--- config.mk ---
export PLATFORM = sky130hd
export DESIGN_NAME = ov7670_pixel_capture_flat
export DESIGN_NICKNAME = d
export VERILOG_FILES = /design/src/rtl/cam_pkg.sv /design/src/rtl/ov7670_pixel_capture_if.sv /design/src/rtl/ov7670_pixel_capture.sv /design/src/flat_wrapper.sv
export SDC_FILE = /design/constraint.sdc
export NUM_CORES = 1
export LEC_CHECK = 0
export BUFFER_PORTS_ARGS = -buffer_cell sky130_fd_sc_hd__buf_2
export CAP_MARGIN = 0
export CORE_UTILIZATION = 60
export CTS_CLUSTER_SIZE = 14
export DETAILED_ROUTE_END_ITERATION = 16
export MAX_ROUTING_LAYER = met4
export PLACE_DENSITY = 0.83
export SLEW_MARGIN = 30
export SYNTH_ARGS = -nofsm -noshare
export SYNTH_HDL_FRONTEND = slang
export SYNTH_SLANG_ARGS = --single-unit
--- constraint.sdc ---
create_clock -name clk25 -period 5.2 [get_ports clk25]
set_input_delay 0.52 -clock clk25 [delete_from_list [all_inputs] [get_ports clk25]]
set_output_delay 0.52 -clock clk25 [all_outputs]
set_load 0.03 [all_outputs]
--- src/rtl/cam_pkg.sv ---
// Shared camera/video definitions used by the capture block and the VGA stage.
// Holds the active-area defaults, the capture state encoding and the pixel-stream record.
// Pure declarations: no logic, no latency, no flow control.
package cam_pkg;

    localparam int H_ACTIVE = 640;
    localparam int V_ACTIVE = 480;

    typedef enum logic [1:0] {
        S_SYNC,
        S_WAIT,
        S_FRAME
    } cap_state_t;

    typedef struct packed {
        logic       valid;
        logic [7:0] gray;
        logic [9:0] x;
        logic [8:0] y;
        logic       sof;
    } pix_t;

endpackage

--- src/rtl/ov7670_pixel_capture_if.sv ---
// Grayscale pixel stream plus per-frame status, from the capture block to the VGA stage.
// Wires only: timing is set entirely by the driver.
// No backpressure: the consumer must accept every pix_valid strobe.
interface ov7670_pixel_capture_if;

    logic        pix_valid;
    logic [7:0]  pix_gray;
    logic [9:0]  pix_x;
    logic [8:0]  pix_y;
    logic        sof;
    logic        eol;
    logic        frame_done;
    logic        line_err;
    logic        frame_err;
    logic [15:0] frame_cnt;

    modport master (
        output pix_valid, pix_gray, pix_x, pix_y, sof, eol,
               frame_done, line_err, frame_err, frame_cnt
    );

    modport slave (
        input  pix_valid, pix_gray, pix_x, pix_y, sof, eol,
               frame_done, line_err, frame_err, frame_cnt
    );

endinterface

--- src/rtl/ov7670_pixel_capture.sv ---
// OV7670 YUV422 byte bus -> framed 8-bit luma stream with x/y, SOF/EOL and per-frame error flags.
// Latency: 2nd byte of a pixel on cam_data at cycle N -> pix_valid at N+2; eol one cycle after last pixel.
// No backpressure: the camera cannot be stalled, every pixel is emitted as it arrives.
module ov7670_pixel_capture
    import cam_pkg::*;
#(
    parameter int H_PIXELS = H_ACTIVE,
    parameter int V_LINES  = V_ACTIVE,
    parameter bit Y_FIRST  = 1'b1
) (
    input  logic                   clk25,
    input  logic                   reset_n,
    input  logic                   href,
    input  logic                   vsync_cam,
    input  logic [7:0]             cam_data,
    ov7670_pixel_capture_if.master pix
);

    localparam logic [9:0]  H_LIM = 10'(H_PIXELS);
    localparam logic [10:0] V_LIM = 11'(V_LINES);

    // registered camera inputs and their one-cycle-delayed copies for edge detection
    logic       href_r, vsync_r, href_d, vsync_d;
    logic [7:0] data_r;

    cap_state_t state, state_nxt;

    logic        phase;      // byte phase within the current pixel
    logic        line_act;   // a line that began inside S_FRAME is open
    logic [9:0]  pix_cnt;    // pixels emitted on the open line, saturates at H_PIXELS
    logic [10:0] line_cnt;   // completed lines this frame, saturating, may exceed V_LINES
    logic [7:0]  luma_q;

    pix_t        pix_q;
    logic        eol_q, done_q, line_err_q, frame_err_q;
    logic [15:0] frame_cnt_q;

    logic href_rise, href_fall, vsync_rise, vsync_fall;
    logic start_frame, end_frame, line_start, in_line, cur_phase, line_ok;
    logic [7:0] gray_sel;

    assign href_rise  =  href_r  & ~href_d;
    assign href_fall  = ~href_r  &  href_d;
    assign vsync_rise =  vsync_r & ~vsync_d;
    assign vsync_fall = ~vsync_r &  vsync_d;

    assign start_frame = (state == S_WAIT)  && vsync_fall;
    assign end_frame   = (state == S_FRAME) && vsync_rise;
    // a line whose href rises together with the vsync fall is still seen in S_WAIT and so skipped
    assign line_start  = (state == S_FRAME) && href_rise;
    assign in_line     = line_start || (line_act && href_r);
    assign cur_phase   = href_rise ? 1'b0 : phase;
    assign line_ok     = (line_cnt < V_LIM);
    assign gray_sel    = Y_FIRST ? luma_q : data_r;

    // capture state register
    always_ff @(posedge clk25 or negedge reset_n) begin
        if (!reset_n) state <= S_SYNC;
        else          state <= state_nxt;
    end

    // frame sequencing: a full vsync high->low is needed before capture starts
    always_comb begin
        state_nxt = state;
        case (state)
            S_SYNC:  if (vsync_r)    state_nxt = S_WAIT;
            S_WAIT:  if (vsync_fall) state_nxt = S_FRAME;
            S_FRAME: if (vsync_rise) state_nxt = S_WAIT;
            default:                 state_nxt = S_SYNC;
        endcase
    end

    // input registers, byte pairing, counters, pixel/marker outputs and error flags
    always_ff @(posedge clk25 or negedge reset_n) begin
        if (!reset_n) begin
            href_r      <= 1'b0;
            vsync_r     <= 1'b0;
            href_d      <= 1'b0;
            vsync_d     <= 1'b0;
            data_r      <= '0;
            phase       <= 1'b0;
            line_act    <= 1'b0;
            pix_cnt     <= '0;
            line_cnt    <= '0;
            luma_q      <= '0;
            pix_q       <= '0;
            eol_q       <= 1'b0;
            done_q      <= 1'b0;
            line_err_q  <= 1'b0;
            frame_err_q <= 1'b0;
            frame_cnt_q <= '0;
        end else begin
            href_r      <= href;
            vsync_r     <= vsync_cam;
            data_r      <= cam_data;
            href_d      <= href_r;
            vsync_d     <= vsync_r;
            pix_q.valid <= 1'b0;
            pix_q.sof   <= 1'b0;
            eol_q       <= 1'b0;
            done_q      <= 1'b0;

            if (start_frame) begin
                line_cnt    <= '0;
                pix_cnt     <= '0;
                line_act    <= 1'b0;
                phase       <= 1'b0;
                line_err_q  <= 1'b0;
                frame_err_q <= 1'b0;
            end else if (end_frame) begin
                // an open line is abandoned without eol; it only counts as bad if short
                done_q      <= 1'b1;
                frame_cnt_q <= frame_cnt_q + 16'd1;
                frame_err_q <= (line_cnt != V_LIM);
                line_act    <= 1'b0;
                if (line_act && line_ok && pix_cnt != H_LIM)
                    line_err_q <= 1'b1;
            end else if (state == S_FRAME) begin
                if (in_line) begin
                    phase <= ~cur_phase;
                    if (!cur_phase) begin
                        luma_q <= data_r;
                    end else if (line_ok) begin
                        if (pix_cnt < H_LIM) begin
                            pix_q.valid <= 1'b1;
                            pix_q.gray  <= gray_sel;
                            pix_q.x     <= pix_cnt;
                            pix_q.y     <= line_cnt[8:0];
                            pix_q.sof   <= (pix_cnt == '0) && (line_cnt == '0);
                            pix_cnt     <= pix_cnt + 10'd1;
                        end else begin
                            line_err_q <= 1'b1;
                        end
                    end
                end
                if (line_start) begin
                    line_act <= 1'b1;
                    pix_cnt  <= '0;
                end
                if (line_act && href_fall) begin
                    line_act <= 1'b0;
                    if (line_ok) begin
                        eol_q <= 1'b1;
                        // phase still set means a dangling half pixel was discarded
                        if (pix_cnt != H_LIM || phase)
                            line_err_q <= 1'b1;
                    end
                    if (line_cnt != 11'h7FF)
                        line_cnt <= line_cnt + 11'd1;
                end
            end
        end
    end

    assign pix.pix_valid  = pix_q.valid;
    assign pix.pix_gray   = pix_q.gray;
    assign pix.pix_x      = pix_q.x;
    assign pix.pix_y      = pix_q.y;
    assign pix.sof        = pix_q.sof;
    assign pix.eol        = eol_q;
    assign pix.frame_done = done_q;
    assign pix.line_err   = line_err_q;
    assign pix.frame_err  = frame_err_q;
    assign pix.frame_cnt  = frame_cnt_q;

endmodule

--- src/flat_wrapper.sv ---
// flat-port wrapper written by rule: the top's interface ports become plain ports
module ov7670_pixel_capture_flat import cam_pkg::*;
#(
    parameter int H_PIXELS = H_ACTIVE,
    parameter int V_LINES  = V_ACTIVE,
    parameter bit Y_FIRST  = 1'b1
)
  (clk25, reset_n, href, vsync_cam, cam_data, pix_pix_valid, pix_pix_gray, pix_pix_x, pix_pix_y, pix_sof, pix_eol, pix_frame_done, pix_line_err, pix_frame_err, pix_frame_cnt);
  ov7670_pixel_capture_if pix_i ();
  input  logic clk25;
  input  logic reset_n;
  input  logic href;
  input  logic vsync_cam;
  input  logic [7:0] cam_data;
  output wire logic [$bits(pix_i.pix_valid)-1:0] pix_pix_valid;
  output wire logic [$bits(pix_i.pix_gray)-1:0] pix_pix_gray;
  output wire logic [$bits(pix_i.pix_x)-1:0] pix_pix_x;
  output wire logic [$bits(pix_i.pix_y)-1:0] pix_pix_y;
  output wire logic [$bits(pix_i.sof)-1:0] pix_sof;
  output wire logic [$bits(pix_i.eol)-1:0] pix_eol;
  output wire logic [$bits(pix_i.frame_done)-1:0] pix_frame_done;
  output wire logic [$bits(pix_i.line_err)-1:0] pix_line_err;
  output wire logic [$bits(pix_i.frame_err)-1:0] pix_frame_err;
  output wire logic [$bits(pix_i.frame_cnt)-1:0] pix_frame_cnt;
  assign pix_pix_valid = pix_i.pix_valid;
  assign pix_pix_gray = pix_i.pix_gray;
  assign pix_pix_x = pix_i.pix_x;
  assign pix_pix_y = pix_i.pix_y;
  assign pix_sof = pix_i.sof;
  assign pix_eol = pix_i.eol;
  assign pix_frame_done = pix_i.frame_done;
  assign pix_line_err = pix_i.line_err;
  assign pix_frame_err = pix_i.frame_err;
  assign pix_frame_cnt = pix_i.frame_cnt;
  ov7670_pixel_capture #(.H_PIXELS(H_PIXELS), .V_LINES(V_LINES), .Y_FIRST(Y_FIRST)) u_core (.clk25(clk25), .reset_n(reset_n), .href(href), .vsync_cam(vsync_cam), .cam_data(cam_data), .pix(pix_i));
endmodule
==> results of run 1 <==
power groups by stage:
stage	Combinational, mW	Sequential (mW)	Clock [mW]
after floorplan	0.0982	0.870	0
after detailed placement	0.183	0.849	0
after global routing	0.198	0.845	0.532
final	0.181	0.837	0.496
after CTS	0.184	0.836	0.506
after global placement	0.174	0.845	0
placed cells by master, fill, tap and decap left out, types with 6 or more instances in the layout:
cell type / count
xnor2_1: 12
a21oi_1: 11
nor2_1: 6
nand2_1: 23
dfrtp_1: 94
nand3_1: 15
o211ai_1: 6
nand4_1: 9
buf_2: 59
and3_1: 9
mux2_2: 35
or4_1: 8
clkbuf_8: 9
o21ai_0: 6
inv_1: 11
layer usage:
metal  part of all wire [%]  wire length, microns
met1                     44                  3540
met2                     50                  4070
met3                    4.3                   343
met4                    1.5                   119
met5                      0                     0
final cells by class:
cell class,instances,area share [%]
clock buffer,9,2.60
clock inverter,7,1.71
inverter,11,0.867
multi-input combinational,214,36.2
sequential,94,49.4
tap,96,2.52
timing repair buffer,62,6.68
flip-flops by register name, summed over array words and instances (netlist names), 2 cells and up:
register              cells
u_core.data_r             8
u_core.gray_sel           8
u_core.pix.frame_cnt     16
u_core.line_cnt          11
u_core.pix.pix_x         10
u_core.pix_cnt           10
u_core.pix.pix_gray       8
u_core.pix.pix_y          9
u_core.state              2
per-stage QoR:
stage                     instances  setup WS (ns)
final                           493           2.86
after global routing            493           2.68
after CTS                       493           2.83
after detailed placement        477           2.90
after global placement          477           2.98
after floorplan                 333           3.58
logic make-up (layout without fill, tap and decap cells):
| family | Yosys count | after routing |
|---|---|---|
| AO/OA/AOI/OAI | 46 | 46 |
| XOR/XNOR | 15 | 15 |
| adder cells (fa/ha/maj) | 5 | 5 |
| buffers and inverters | 25 | 89 |
| flip-flops | 94 | 94 |
| multiplexers | 40 | 40 |
| AND/OR/NAND/NOR | 108 | 108 |
worst min-delay path by stage:
stage | endpoint | start | cells past startpoint | slack [ns]
2_1_floorplan | u_core.data_r[0]$_DFF_PN0_ | reset_n | 0 | 0.22
3_3_place_gp | u_core.gray_sel[6]$_DFFE_PN0P_ | u_core.data_r[6]$_DFF_PN0_ | 1 | 0.45
3_5_place_dp | u_core.pix.frame_cnt[15]$_DFFE_PN0P_ | u_core.pix.frame_cnt[15]$_DFFE_PN0P_ | 1 | 0.46
4_1_cts | u_core.pix.pix_valid$_DFF_PN0_ | reset_n | 1 | 0.16
5_1_grt | u_core.pix.pix_valid$_DFF_PN0_ | reset_n | 1 | 0.18
6_report | u_core.pix.frame_cnt[7]$_DFFE_PN0P_ | reset_n | 1 | 0.14
critical path, cell delays in order, from the launching register on:
cell and delay, ns:
dfrtp_1 0.44, nor2b_1 0.66, and2_1 0.25, and3_1 0.48
mux2_2 0.39
==> impl_metrics.ini, run 1 <==
[status]
outcome = complete, no violations

[final_layout]
syn2layout_area_growth_pct = 12.9
fill_cells = 496
postLayoutCoreUtil_pct = 70.1
multiInputGateArea_sq_um = 1720
drive_gt1_share_pct = 33.2
fin_nets = 409
finalInstanceArea_sq_um = 4760
diodes = 0
regArea_sq_um = 2350

[floorplanning]
placement_rows = 30
die_area_sq_um = 7370
ios = 61
start_util_pct = 62.1
coreArea_sq_um = 6790
die_h_microns = 85.8
die_w_microns = 85.8

[cts]
ctsRootBufferMaster = clkbuf_8
cts_resized = 0
cts_tree = done
cts_buffers = 9
max-clock-path-buffers = 2
cts.sinks = 94
htreeDepth = 3
clk_latency_ns = 0.37
ctsHoldBuffers = 0
clkTransAtPathRegs_ns = 0.09
cts_setup_buffers = 0

[worst_setup_path]
critPathRequiredTime_ns = 5.46
endpoint = u_core.gray_sel[4]$_DFFE_PN0P_
crit_path_start_kind = register
critPathKind = reg -> reg
reg2reg_setup_slack_ns = 2.86
cp_data_arrival_time_ns = 2.60
r2r_start = u_core.state[0]$_DFFE_PN0P_
startpoint = u_core.state[0]$_DFFE_PN0P_
crit_fanout = 10
cp-end-kind = register
reg2reg_to = u_core.gray_sel[4]$_DFFE_PN0P_
r2r_cells = 4

[pwr]
clockPowerShare_pct = 32.8
p_total_mw = 1.51
p_comb_share_pct = 12.0
internal_power_mw = 1.09
p_sw_mw = 0.422
peakVddDrop_mv = 0.201
power_density_nw_per_um2 = 318
swShare_pct = 27.9
pwr-share-seq_pct = 55.2
leakagePower_nw = 2.36

[worst_hold_path]
hold_path_class = in -> async

[timing]
fin_crit_ns = 2.34
holdWs_ns = 0.142
setup_viol = 0
rsz0062_at_grt = no
finalSetupTns_ns = 0
fmax_ghz = 0.427
hold_violations = 0
finalCritPeriodShare_pct = 45.0
maxSlewHeadroom_pct = 35.8
fin_skew_ns = 0.00598
tightest_slew_ns = 0.963
final_max_slew_viol_count = 0

[synthesis]
syn-instance-count = 333
async_reset_ff_share_pct = 100
ys_warn_count = 0
synth.top_cells.by_area = dfrtp_1, mux2_2, xnor2_1
yosysMostFrequentCell = dfrtp_1
synthSimpleGateAreaFrac_pct = 17.4
synthMuxAreaShare_pct = 10.6
synth-xor-area-share_pct = 3.12
syn_avg_cell_area_sq_um = 12.7
synth_top_family_by_area = simple AND/OR/NAND/NOR gates
synth_common_cells = dfrtp_1, mux2_2, nand2_1
synth_top_cell_by_area = dfrtp_1
syn_area_sq_um = 4220
synthAdderAreaFrac_pct = 1.48
yosys_most_used_dff = dfrtp_1
synth_compound_area_share_pct = 8.28
ys_types = 64
synth_top_area_share_pct = 55.8
ys_seq_area_share_pct = 55.8
synth_edf_count = 0
ys_ff_latch = 94
synth_nets = 350

[routing]
drt_iter0_drc = 222
num_vias = 2873
totalWireLength_mm = 8.07
wl_per_cell_microns = 16.4
drt_pass1_iterations = 5
drc_errors = 0
ant_nets = 0
drt-vias-per-instance = 5.83

[grt]
grt_use_met3_pct = 6.54
grt.total_usage_pct = 24.6
grt_start_max_net_pins = 50
grtUsageMet2_pct = 38.1
grt_pass1_vias = 2770
grt_busiest_layer = met2
antenna_found_initial = 0
grt_use_met1_pct = 30.7
grt_overflow = 0
grt_pass1_wl_mm = 13.3

[placement]
dp_hpwl_mm = 5.36
place_area_sq_um = 4560
gp_congestion = 0.829
io_buffers = 60

[job]
max-cap-violations = 0
Power figures use the tool's default switching activity.
==> run 2, diff against run 1 <==
--- a/config.mk
+++ b/config.mk
@@ -7,11 +7,11 @@
 export LEC_CHECK = 0
 export BUFFER_PORTS_ARGS = -buffer_cell sky130_fd_sc_hd__buf_2
 export CAP_MARGIN = 0
-export CORE_UTILIZATION = 60
+export CORE_UTILIZATION = 57
 export CTS_CLUSTER_SIZE = 14
 export DETAILED_ROUTE_END_ITERATION = 16
 export MAX_ROUTING_LAYER = met4
-export PLACE_DENSITY = 0.83
+export PLACE_DENSITY = 0.8
 export SLEW_MARGIN = 30
 export SYNTH_ARGS = -nofsm -noshare
 export SYNTH_HDL_FRONTEND = slang
==> constraint.sdc (replaced) <==
create_clock -name clk25 -period 2.4 [get_ports clk25]
set_input_delay 0.24 -clock clk25 [delete_from_list [all_inputs] [get_ports clk25]]
set_output_delay 0.24 -clock clk25 [all_outputs]
set_load 0.03 [all_outputs]
==> run 2 against run 1 <==
  * Die area is 5.1% higher
  * Setup slack worse by 2.4 ns
  * Clock power is 120% higher
  * Non-clock buffer count is 16 higher
  * Count of clock-buffer cells in the layout stayed put
  * Core utilization is 0.39 points higher
  * Cell count is 3.2% higher
  * Total power is 120% higher
  * Critical path depth is 1 higher
==> impl_metrics.ini, run 2 (synthesized netlist as in run 1, its figures left out) <==
[pwr]
power_density_nw_per_um2 = 670
peakVddDrop_mv = 0.413
leakagePower_nw = 2.44

[final_layout]
syn2layout_area_growth_pct = 16.7
diodes = 0
mostFrequentLayoutCell = dfrtp_1
postLayoutCoreUtil_pct = 70.5
fin_nets = 425
drive_gt1_share_pct = 33.2
largest_register_ffs = 16
fill_cells = 523
final_cell_mix = dfrtp_1, buf_2, mux2_2

[routing]
routed.top_layer = met4
m1WireLength_mm = 3.54
dr_wl_met2_mm = 4.12
drc_errors = 0
ant_nets = 0
wl_per_cell_microns = 15.7
num_vias = 2929
totalWireLength_mm = 8.01
wl_met3_microns = 295
drt-vias-per-instance = 5.75
drt_pass1_iterations = 4
drt_iter0_drc = 144

[floorplanning]
die_area_sq_um = 7750
placement_rows = 30
die_w_microns = 88.0
ios = 61
start_util_pct = 60.4
coreArea_sq_um = 6980
die_h_microns = 88.0

[status]
outcome = complete, no violations

[worst_setup_path]
reg2reg_to = u_core.pix.pix_y[5]$_DFFE_PN0P_
reg2reg_setup_slack_ns = 0.44
r2r_cells = 5
crit_fanout = 25
endpoint = u_core.pix.pix_y[5]$_DFFE_PN0P_
r2r_start = u_core.href_r$_DFF_PN0_
cp-end-kind = register
critPathKind = reg -> reg
cp_data_arrival_time_ns = 2.19
critPathRequiredTime_ns = 2.64
startpoint = u_core.href_r$_DFF_PN0_
crit_path_start_kind = register

[cts]
htreeDepth = 3
cts.sinks = 94
cts_buffers = 9
max-clock-path-buffers = 2
cts_tree = done
clk_latency_ns = 0.35
ctsRootBufferMaster = clkbuf_8
clkTransAtPathRegs_ns = 0.09

[grt]
grt_overflow = 0
grt_pass1_vias = 2886
grt_pass1_wl_mm = 13.7
grt.total_usage_pct = 24.0
antenna_found_initial = 0
grt_start_max_net_pins = 50

[timing]
maxSlewHeadroom_pct = 60.3
finalSetupTns_ns = 0
fin_crit_ns = 1.96
setup_viol = 0
hold_violations = 0
final_max_slew_viol_count = 0
rsz0062_at_grt = no
fmax_ghz = 0.511
finalCritPeriodShare_pct = 81.5
fin_skew_ns = 0.00974
tightest_slew_ns = 0.596

[placement]
io_buffers = 60
gp_congestion = 0.804
dp_hpwl_mm = 5.42

[job]
max-cap-violations = 0

[worst_hold_path]
hold_path_class = in -> async
[run 2: metal layers]
layer | GRT usage [%] | up-vias
li1 | - | 1381
met1 | 31.0 | 1469
met2 | 39.5 | 72
met3 | 4.24 | 7
met4 | 6.01 | 0
met5 | - | -
[run 2: how the worst min path moves through the flow]
stage	end	depth (start not counted)	slack [ns]	startpoint
final	u_core.pix.frame_cnt[7]$_DFFE_PN0P_	2	0.42	reset_n
after global routing	u_core.pix.frame_cnt[8]$_DFFE_PN0P_	2	0.48	reset_n
after CTS	u_core.pix.frame_cnt[7]$_DFFE_PN0P_	2	0.45	reset_n
after detailed placement	u_core.pix.frame_cnt[7]$_DFFE_PN0P_	1	0.29	reset_n
after global placement	u_core.pix.frame_cnt[7]$_DFFE_PN0P_	1	0.28	reset_n
after floorplan	u_core.data_r[0]$_DFF_PN0_	0	-0.06	reset_n
[run 2: where the power goes]
| group | leakage, nW | internal (mW) | total (mW) | switching [mW] |
|---|---|---|---|---|
| logic | 1.08 | 0.182 | 0.418 | 0.236 |
| registers | 1.26 | 1.71 | 1.81 | 0.0972 |
| clock network | 0.102 | 0.496 | 1.07 | 0.572 |
| total | 2.44 | 2.39 | 3.30 | 0.905 |
[run 2: timing repair]
item | in CTS | in global routing
hold buffers | 11 | 0
hold endpoints to repair | 55 | 0
gates resized for setup | 0 | 0
setup buffers | 0 | 0
[run 2: cell type report]
type / instances / area [sq um] / share of cell area, %
Sequential cell: 94 / 2350 / 47.8
Multi-Input combinational cell: 214 / 1720 / 35.0
Timing Repair Buffer: 78 / 478 / 9.72
Clock buffer: 9 / 124 / 2.52
Tap cell: 96 / 120 / 2.44
Clock inverter: 7 / 80.1 / 1.63
Inverter: 11 / 41.3 / 0.839
[run 2: stage by stage]
step	worst slack, ns	hold WS, ns	instance area [sq um]	cells	total power, mW
3_3_place_gp	0.526	0.278	4610	482	2.22
3_5_place_dp	0.463	0.286	4610	482	2.25
4_1_cts	0.431	0.448	4920	509	3.33
5_1_grt	0.338	0.481	4920	509	3.44
2_1_floorplan	0.779	-0.0556	4220	333	2.10
6_report	0.443	0.417	4920	509	3.30
[run 2: worst max-delay path, stage by stage (launching register included)]
cell     delay (ns)
dfrtp_1        0.52
and4_4         0.33
nand4_2        0.15
nor2_2         0.13
buf_4          0.32
mux2_2         0.38
==> run 3, diff against run 2 <==
--- a/config.mk
+++ b/config.mk
@@ -7,11 +7,11 @@
 export LEC_CHECK = 0
 export BUFFER_PORTS_ARGS = -buffer_cell sky130_fd_sc_hd__buf_2
 export CAP_MARGIN = 0
-export CORE_UTILIZATION = 57
+export CORE_UTILIZATION = 51
 export CTS_CLUSTER_SIZE = 14
 export DETAILED_ROUTE_END_ITERATION = 16
 export MAX_ROUTING_LAYER = met4
-export PLACE_DENSITY = 0.8
+export PLACE_DENSITY = 0.75
 export SLEW_MARGIN = 30
 export SYNTH_ARGS = -nofsm -noshare
 export SYNTH_HDL_FRONTEND = slang
==> constraint.sdc (replaced) <==
create_clock -name clk25 -period 1.6 [get_ports clk25]
set_input_delay 0.16 -clock clk25 [delete_from_list [all_inputs] [get_ports clk25]]
set_output_delay 0.16 -clock clk25 [all_outputs]
set_load 0.03 [all_outputs]
==> run 3 against run 2 <==
  * The flow now finishes with violations (setup timing)
  * Routed wire length grew 25%
  * Clock power grew 40%
  * Cell count grew 13%
  * Sequential share of layout area shrank 6.5 points
  * Maximum frequency grew 17%
  * Cell area grew 16%
  * Die area grew 11%
  * Non-clock buffer count grew 58
  * Hold slack lost 0.17 ns
  * Setup slack lost 0.52 ns
  * First-iteration DRC count grew 13%
  * Sequential cell count is the same
  * Critical path type unchanged
  * Critical endpoint is now u_core.pix.pix_gray[2]$_DFFE_PN0P_
  * Largest power group unchanged
==> impl_metrics.ini, run 3 (synthesized netlist as in run 1, its figures left out) <==
[worst_hold_path]
hold_path_class = in -> async

[placement]
place_area_sq_um = 4970
io_buffers = 60
dp_hpwl_mm = 6.29
place_ws_ns = -0.141
gp_congestion = 0.829

[timing]
rsz0062_at_grt = yes
final.setup.worst_slack_ns = -0.0732
fin_skew_ns = 0.0112
final_max_slew_viol_count = 0
maxSlewHeadroom_pct = 68.4
holdWs_ns = 0.247
setup_viol = 35
finalCritPeriodShare_pct = 105
fmax_ghz = 0.598
tightest_slew_ns = 0.470
hold_violations = 0
fin_crit_ns = 1.67

[cts]
htreeDepth = 3
cts_tree = done
clk_latency_ns = 0.37
ctsRootBufferMaster = clkbuf_8
cts_buffers = 9
max-clock-path-buffers = 2
clkTransAtPathRegs_ns = 0.10
cts.sinks = 94

[routing]
drc_errors = 0
wl_per_cell_microns = 17.5
wl_met3_microns = 467
routed.top_layer = met4
num_vias = 3248
drt_pass1_iterations = 4
drt-vias-per-instance = 5.67
ant_nets = 0
totalWireLength_mm = 10.0
drt_iter0_drc = 162
dr_wl_met2_mm = 5.11
m1WireLength_mm = 4.25

[pwr]
power_density_nw_per_um2 = 898
pwr-share-seq_pct = 52.9
p_total_mw = 5.12
peakVddDrop_mv = 0.517
p_sw_mw = 1.48
leakagePower_nw = 2.82
internal_power_mw = 3.64
p_comb_share_pct = 17.9
clockPowerShare_pct = 29.2
swShare_pct = 28.9

[floorplanning]
start_util_pct = 53.7
die_h_microns = 92.9
placement_rows = 32
ios = 61
die_w_microns = 92.9
die_area_sq_um = 8640
coreArea_sq_um = 7850

[final_layout]
fill_cells = 533
fin_nets = 483
drive_gt1_share_pct = 48.4
finalInstanceArea_sq_um = 5700
syn2layout_area_growth_pct = 35.2
largest_register_ffs = 16
mostFrequentLayoutCell = dfrtp_1
diodes = 0
final_cell_mix = dfrtp_1, buf_2, buf_4

[worst_setup_path]
critPathKind = reg -> reg
cp_slowest_cell = dfrtp_2
reg2reg_to = u_core.pix.pix_gray[2]$_DFFE_PN0P_
path_depth = 5
critPathRequiredTime_ns = 1.86
cp_data_arrival_time_ns = 1.94
r2r_start = u_core.line_cnt[9]$_DFFE_PN0P_
max_stage_delay_ns = 0.46
crit_path_start_kind = register
cp_num_buf_inv = 1
reg2reg_setup_slack_ns = -0.07
worst_path_dominant_cell_family = simple AND/OR/NAND/NOR gates
r2r_cells = 5
crit_chain = nor2_1, nand4_2, nor2_4, clkbuf_16, mux2_2
cp-end-kind = register
crit_fanout = 15

[grt]
grt_pass1_vias = 3225
grt_overflow = 0
grt_pass1_wl_mm = 15.3
grt.total_usage_pct = 23.5
antenna_found_initial = 0
grt_start_max_net_pins = 40

[job]
max-cap-violations = 0

[status]
outcome = finished, violations left
violations = setup timing
==> run 3: through the flow <==
step / instances / TNS (ns) / util, %
finish: 573 / -1.81 / 72.6
detailed placement: 530 / -4.04 / 63.3
floorplan: 333 / -0.131 / -
CTS: 562 / -0.450 / 68.4
global route: 573 / -5.11 / 72.6
global placement: 530 / -3.11 / 63.3
==> run 3: power by group through the flow <==
stage,clock (mW),sequential [mW],combinational (mW)
after detailed placement,0,2.74,0.743
after global placement,0,2.72,0.711
after floorplan,0,2.83,0.319
final,1.50,2.71,0.916
after global routing,1.64,2.73,0.981
after CTS,1.53,2.69,0.795
==> run 3: worst register-to-register path: stages (launching register included) <==
cell and delay (ns):
dfrtp_2 0.46, nor2_1 0.19, nand4_2 0.17, nor2_4 0.19, clkbuf_16 0.22, mux2_2 0.34
==> run 3: routing by layer <==
metal / vias up / track usage [%]
met5: - / -
met4: 0 / 8.72
met3: 14 / 5.83
met2: 92 / 38.2
met1: 1647 / 28.4
li1: 1495 / -
==> run 3: final cells by class <==
type                    count  area, sq um  share of cell area, %
flip-flops and latches     94         2360                   41.3
clock inverters             7         63.8                   1.12
clock buffers               9          124                   2.17
repair buffers            136         1010                   17.8
multi-input cells         214         1970                   34.6
inverters                  11         41.3                  0.724
well taps                 102          128                   2.24
==> run 3: worst max-delay path by stage <==
stage,from,endpoint,slack [ns]
2_1_floorplan,u_core.href_r$_DFF_PN0_,u_core.pix.pix_gray[0]$_DFFE_PN0P_,-0.007
3_3_place_gp,u_core.state[0]$_DFFE_PN0P_,u_core.pix_cnt[3]$_DFFE_PN0P_,-0.09
3_5_place_dp,u_core.state[0]$_DFFE_PN0P_,u_core.pix_cnt[3]$_DFFE_PN0P_,-0.14
4_1_cts,u_core.pix_cnt[0]$_DFFE_PN0P_,u_core.pix_cnt[2]$_DFFE_PN0P_,-0.03
5_1_grt,u_core.pix_cnt[1]$_DFFE_PN0P_,u_core.pix_cnt[2]$_DFFE_PN0P_,-0.16
6_report,u_core.line_cnt[9]$_DFFE_PN0P_,u_core.pix.pix_gray[2]$_DFFE_PN0P_,-0.07
==> run 3: what timing repair did <==
item	4_1_cts	5_1_grt
setup buffers	5	9
endpoints found under the hold margin	33	0
resized for setup	12	49
pin swaps	6	20
setup endpoints to repair	53	60
cloned	0	2
hold buffers	11	0
